--- src/rtl/cpu_pkg.sv ---
// cpu_pkg: shared owner tags, arbiter halt states and default bus widths.
package cpu_pkg;
  localparam int ADDR_W_DEF = 16;
  localparam int DATA_W_DEF = 16;
  typedef enum logic [1:0] {OWN_NONE, OWN_IF, OWN_LS, OWN_DBG} owner_t;
  // HALTED is the only state with bit 1 set, so halted comes straight off a flop.
  typedef enum logic [1:0] {
    ARB_RUN    = 2'b00,
    ARB_DRAIN  = 2'b01,
    ARB_HALTED = 2'b10
  } arb_state_t;
endpackage

--- src/rtl/mem_arb_tagpipe.sv ---
// mem_arb_tagpipe: MEM_LAT-deep owner-tag shift register; head names the owner of mem_rdata.
// any_read is registered: it flags reads that will sit behind the head in the next cycle.
module mem_arb_tagpipe
  import cpu_pkg::*;
#(
  parameter int MEM_LAT = 1
) (
  input  logic   clk,
  input  logic   rst,
  input  owner_t tag_in,
  output owner_t head,
  output logic   any_read
);
  owner_t pipe [MEM_LAT];
  logic queued;
  always_comb begin
    queued = MEM_LAT > 1 && tag_in != OWN_NONE;
    for (int i = 0; i < MEM_LAT - 2; i++) queued = queued || pipe[i] != OWN_NONE;
  end
  always_ff @(posedge clk or posedge rst) begin
    if (rst) begin
      for (int i = 0; i < MEM_LAT; i++) pipe[i] <= OWN_NONE;
      any_read <= 1'b0;
    end else begin
      pipe[0] <= tag_in;
      for (int i = 1; i < MEM_LAT; i++) pipe[i] <= pipe[i-1];
      any_read <= queued;
    end
  end
  assign head = pipe[MEM_LAT-1];
endmodule

--- src/rtl/mem_port_arbiter.sv ---
// mem_port_arbiter: shares one memory port between fetch, load/store and (with ARB_DBG_PORT_EN) a debug port.
// Debug port, dbg_halt, halted and the halt FSM exist only when ARB_DBG_PORT_EN is defined.
module mem_port_arbiter
  import cpu_pkg::*;
#(
  parameter int ADDR_W     = ADDR_W_DEF,
  parameter int DATA_W     = DATA_W_DEF,
  parameter int MEM_LAT    = 1,
  parameter int STARVE_MAX = 4
) (
  input  logic              clk,
  input  logic              rst,
  input  logic              if_req,
  input  logic [ADDR_W-1:0] if_addr,
  output logic              if_gnt,
  output logic              if_rvalid,
  output logic [DATA_W-1:0] if_rdata,
  input  logic              ls_req,
  input  logic              ls_we,
  input  logic [ADDR_W-1:0] ls_addr,
  input  logic [DATA_W-1:0] ls_wdata,
  output logic              ls_gnt,
  output logic              ls_rvalid,
  output logic [DATA_W-1:0] ls_rdata,
`ifdef ARB_DBG_PORT_EN
  input  logic              dbg_req,
  input  logic              dbg_we,
  input  logic [ADDR_W-1:0] dbg_addr,
  input  logic [DATA_W-1:0] dbg_wdata,
  output logic              dbg_gnt,
  output logic              dbg_rvalid,
  output logic [DATA_W-1:0] dbg_rdata,
  input  logic              dbg_halt,
  output logic              halted,
`endif
  output logic [ADDR_W-1:0] mem_addr,
  output logic [DATA_W-1:0] mem_wdata,
  output logic              mem_we,
  output logic              mem_re,
  input  logic [DATA_W-1:0] mem_rdata
);
  localparam int SW = $clog2(STARVE_MAX + 1);
  arb_state_t state;
  owner_t cmd_tag, head, gnt_tag;
  logic [SW-1:0] starve;
  logic [ADDR_W-1:0] gnt_addr;
  logic [DATA_W-1:0] gnt_wdata;
  logic run, starved, drained, any_read, any_gnt, gnt_we, halt_req;

`ifdef ARB_DBG_PORT_EN
  assign halt_req   = dbg_halt;
  assign halted     = state[1];
  assign dbg_gnt    = dbg_req && (state == ARB_HALTED || run && !ls_req && !starved);
  assign dbg_rvalid = head == OWN_DBG;
  assign dbg_rdata  = mem_rdata;
`else
  logic dbg_req, dbg_gnt, dbg_we;
  logic [ADDR_W-1:0] dbg_addr;
  logic [DATA_W-1:0] dbg_wdata;
  assign halt_req  = 1'b0;
  assign dbg_req   = 1'b0;
  assign dbg_gnt   = 1'b0;
  assign dbg_we    = 1'b0;
  assign dbg_addr  = '0;
  assign dbg_wdata = '0;
`endif

  assign run     = state == ARB_RUN;
  assign starved = if_req && starve == SW'(STARVE_MAX);
  // The command stage still counts as in flight until it has entered the tag pipe.
  assign drained = cmd_tag == OWN_NONE && !any_read;

  assign if_gnt = run && if_req && (starved || !ls_req && !dbg_req);
  assign ls_gnt = run && ls_req && !starved;

  assign any_gnt   = if_gnt || ls_gnt || dbg_gnt;
  assign gnt_addr  = ls_gnt ? ls_addr : dbg_gnt ? dbg_addr : if_addr;
  assign gnt_wdata = ls_gnt ? ls_wdata : dbg_gnt ? dbg_wdata : mem_wdata;
  assign gnt_we    = ls_gnt ? ls_we : dbg_gnt && dbg_we;
  assign gnt_tag   = !any_gnt || gnt_we ? OWN_NONE : ls_gnt ? OWN_LS : dbg_gnt ? OWN_DBG : OWN_IF;

  always_ff @(posedge clk or posedge rst) begin
    if (rst) begin
      mem_addr  <= '0;
      mem_wdata <= '0;
      mem_we    <= 1'b0;
      mem_re    <= 1'b0;
      cmd_tag   <= OWN_NONE;
      starve    <= '0;
    end else begin
      if (any_gnt) begin
        mem_addr  <= gnt_addr;
        mem_wdata <= gnt_wdata;
      end
      mem_we  <= any_gnt && gnt_we;
      mem_re  <= any_gnt && !gnt_we;
      cmd_tag <= gnt_tag;
      starve  <= !run || !if_req || if_gnt ? '0 : starved ? starve : starve + SW'(1);
    end
  end

  always_ff @(posedge clk or posedge rst) begin
    if (rst) state <= ARB_RUN;
    else case (state)
      ARB_RUN:   state <= halt_req ? ARB_DRAIN : ARB_RUN;
      ARB_DRAIN: state <= !halt_req ? ARB_RUN : drained ? ARB_HALTED : ARB_DRAIN;
      default:   state <= halt_req ? ARB_HALTED : ARB_RUN;
    endcase
  end

  mem_arb_tagpipe #(.MEM_LAT(MEM_LAT)) u_tagpipe (
    .clk      (clk),
    .rst      (rst),
    .tag_in   (cmd_tag),
    .head     (head),
    .any_read (any_read)
  );

  assign if_rvalid = head == OWN_IF;
  assign ls_rvalid = head == OWN_LS;
  assign if_rdata  = mem_rdata;
  assign ls_rdata  = mem_rdata;
endmodule

--- config.mk ---
export PLATFORM = sky130hd
export DESIGN_NAME = mem_port_arbiter
export DESIGN_NICKNAME = d
export VERILOG_FILES = /design/src/rtl/cpu_pkg.sv /design/src/rtl/mem_arb_tagpipe.sv /design/src/rtl/mem_port_arbiter.sv
export SDC_FILE = /design/constraint.sdc
export NUM_CORES = 1
export LEC_CHECK = 0
export ABC_AREA = 0
export BUFFER_PORTS_ARGS = -buffer_cell sky130_fd_sc_hd__buf_2
export CORE_ASPECT_RATIO = 1.25
export CORE_MARGIN = 1.5
export CORE_UTILIZATION = 41
export CTS_CLUSTER_DIAMETER = 120
export DETAILED_ROUTE_END_ITERATION = 10
export GPL_TIMING_DRIVEN = 0
export PLACE_DENSITY_LB_ADDON = 0.05
export SLEW_MARGIN = 20
export SYNTH_ARGS = -nofsm -noshare
export SYNTH_HDL_FRONTEND = slang
export SYNTH_SLANG_ARGS = --single-unit
--- constraint.sdc ---
create_clock -name clk -period 1.9 [get_ports clk]
set_input_delay 0 -clock clk [delete_from_list [all_inputs] [get_ports clk]]
set_output_delay 0 -clock clk [all_outputs]
set_load 0.01 [all_outputs]
==> flow_summary_export.csv <==
group,metric,value,unit
critical_path,ff2ff_path_depth,7,
clock_network,root_buffer,"clkbuf_8",
critical_path,slowest_stage,"dfrtp_1",
die,die_y,81,um
die,ios,139,
logic_synthesis,yosysWarningCount,0,
grt,grt_pass1_vias,1686,
placement,gp_congestion,0.7012,
status,status,"complete, no violations",
final_layout,area_delta_synth_final,58.62,%
detailed_routing,drtAntennaViolNets,0,
logic_synthesis,syn_inst,166,
logic_synthesis,yosysSeqAreaShare,51.41,%
timing,tightest_slew,472.4,ps
die,initial_utilization,42.51,%
min_path,min_to,"mem_addr[3]",
power,power.total,0.002163,W
min_path,holdCritStartpoint,"if_addr[3]",
clock_network,cts_tree,"done",
grt,grt_use_total,18.68,%
timing,timing.final.max_slew_violations,0,
final_layout,utilization,67.43,%
power,cellLeakagePower,1.715,nW
detailed_routing,drtIter0Drc,61,
logic_synthesis,synth_nets,237,
timing,relSlewSlack,68.50,%
critical_path,start_kind,"flop",
placement,dp_slack,277.6,ps
critical_path,crit_family,"buffers and inverters",
logic_synthesis,avgSynthCellArea,12.02,um2
critical_path,crit_fanout,10,
final_layout,diodes,0,
critical_path,r2r-start,"starve[0]",
critical_path,cpMostUsedCell,"buf_2",
die,core.rowCount,28,
logic_synthesis,synth-seq-cells,41,
die,dieArea,5297,um2
critical_path,cp-end-kind,"primary output",
final_layout,nNetsFinal,402,
critical_path,crit_required,1900,ps
min_path,hp-class,"primary input to flop",
final_layout,final_cell_mix,"buf_2, dfrtp_1, dlygate4sd3_1, buf_4",
critical_path,arrival,1660,ps
critical_path,path_cells,"inv_1 -> ha_1 -> nand3_4 -> nand2_4 -> inv_4 -> buf_2 -> buf_2",
logic_synthesis,synth.distinct_cells,20,
power,peakVddDrop,0.6679,mV
placement,dp_hpwl,3442,um
timing,fmax,0.6029,GHz
placement,port_buffers,120,
clock_network,htreeDepth,2,
timing,setup_slack,241.4,ps
detailed_routing,dr.pass1.iters,4,
clock_network,numCtsBuffers,5,
critical_path,r2r_slack,290,ps
detailed_routing,post_drt_wl_per_cell,12.81,um
timing,fin_crit,1659,ps
clock_network,clk_latency,290,ps
timing,period_share,87.29,%
grt,antenna_found_initial,0,
grt,grt_overflow,0,
job,drv_cap,0,
timing,tns,0,ps
timing,rsz0062_at_grt,"false",
grt,grt_max_degree,26,
die,coreArea,4695,um2
critical_path,reg2reg_to,"mem_wdata[5]",
clock_network,cts.sink_count,41,
final_layout,seq_area,1026,um2
timing,holdWs,9.104,ps
detailed_routing,drc,0,
critical_path,cp_slowest_stage_delay,360,ps
final_layout,num-fill-cells,382,
timing,skew,9.817,ps
detailed_routing,totalWireLength,5009,um
clock_network,ctsResizeCount,0,
final_layout,layout-drive-gt1-share,56.19,%
grt,grt_pass1_wl,7569,um
power,p_per_area,683.2,nW/um2
critical_path,cp_num_buf_inv,4,
timing,finalSetupViolCount,0,
final_layout,multi_input_area,661.9,um2
clock_network,clk_pin_slew,80,ps
timing,hold_violations,0,
min_path,holdPathStages,3,
critical_path,path_class,"flop to primary output",
clock_network,clk_path_buf_depth,2,
final_layout,final_common_cell,"buf_2",
die,die_x,65.40,um
detailed_routing,vias,1775,
detailed_routing,vias_per_cell,4.540,
logic_synthesis,syn-cell-area,1996,um2
==> area by class of cell <==
| type | count | area share [%] |
|---|---|---|
| clock inverters | 2 | 1.107 |
| flip-flops and latches | 41 | 32.41 |
| repair buffers | 158 | 31.30 |
| multi-input cells | 80 | 20.91 |
| well taps | 60 | 2.372 |
| inverters | 4 | 0.5534 |
| clock buffers | 5 | 2.174 |
| plain buffers | 41 | 9.170 |
==> worst register-to-register path, delay by kind of cell (launching register included) <==
family / cells / cell delay, ps
adders and majority gates: 1 / 220
buffers and inverters: 3 / 390
and+or+nand+nor: 2 / 220
muxes: 1 / 310
DFF: 1 / 360
==> worst max-delay path by stage <==
stage / end / from / cells past startpoint
after global placement: mem_wdata[9] / starve[0] / 7
after CTS: ls_gnt / starve[0] / 7
after detailed placement: mem_addr[7] / starve[0] / 7
final: ls_gnt / starve[0] / 7
after global routing: starve[0] / starve[0] / 7
after floorplan: mem_wdata[0] / starve[0] / 7
==> stage by stage <==
| stage | cell area (um2) | cells |
|---|---|---|
| detailed placement | 2691 | 347 |
| global placement | 2671 | 346 |
| CTS | 3166 | 391 |
| finish | 3166 | 391 |
| global route | 3166 | 391 |
| floorplan | 1996 | 166 |
==> power by group <==
| part | internal (W) | switching [W] |
|---|---|---|
| registers | 0.000947 | 0.0000369 |
| logic | 0.000289 | 0.000213 |
| clock network | 0.000382 | 0.000295 |
| total | 0.00162 | 0.000546 |
==> repair_timing <==
item	4_1_cts	5_1_grt
hold endpoints to repair	50	0
setup endpoints to repair	0	0
hold buffers	37	0
buffers inserted	0	0
==> Yosys cell counts <==
cell type / number / share of area, %
nand2_4: 1 / 0.56
buf_2: 4 / 1.0
inv_1: 3 / 0.56
xor2_1: 1 / 0.44
buf_4: 33 / 12
clkbuf_1: 3 / 0.56
inv_4: 1 / 0.31
o21ai_0: 16 / 4.0
mux2_2: 6 / 3.4
mux2_4: 10 / 7.5
nand3_4: 1 / 0.88
nor2b_1: 2 / 0.63
mux2i_1: 16 / 8.0
nor2_1: 3 / 0.56
ha_1: 2 / 1.3
and2_1: 2 / 0.63
and3_1: 4 / 1.3
nand3_1: 16 / 4.0
dfrtp_1: 41 / 51
buf_6: 1 / 0.56
==> state kept, by name, summed over array words and instances, names as in the netlist <==
name and count:
mem_re 1, mem_wdata 16, starve 3, u_tagpipe.head 2, cmd_tag 2, mem_addr 16
mem_we 1
==> layer usage <==
layer / track usage (%) / vias to the layer above / wire (um) / part of all wire [%]
met5: 0 / - / 0 / 0
met4: 4.583 / 0 / 29 / 0.58
met3: 5.263 / 5 / 368 / 7.3
met2: 33.06 / 80 / 2587 / 52
met1: 22.40 / 829 / 2023 / 40
li1: - / 861 / - / -
==> cells by family (layout without fill, tap and decap cells) <==
logic type      count (synthesis)  count (layout)  synth area share, %
xor+xnor                        1               1               0.4390
flops                          41              41                51.41
compound gates                 16              16                4.013
buf+inv                        45             210                15.42
fa+ha+maj                       2               2                1.254
simple gates                   29              29                8.526
mux                            32              32                18.93
Power figures use the tool's default switching activity.
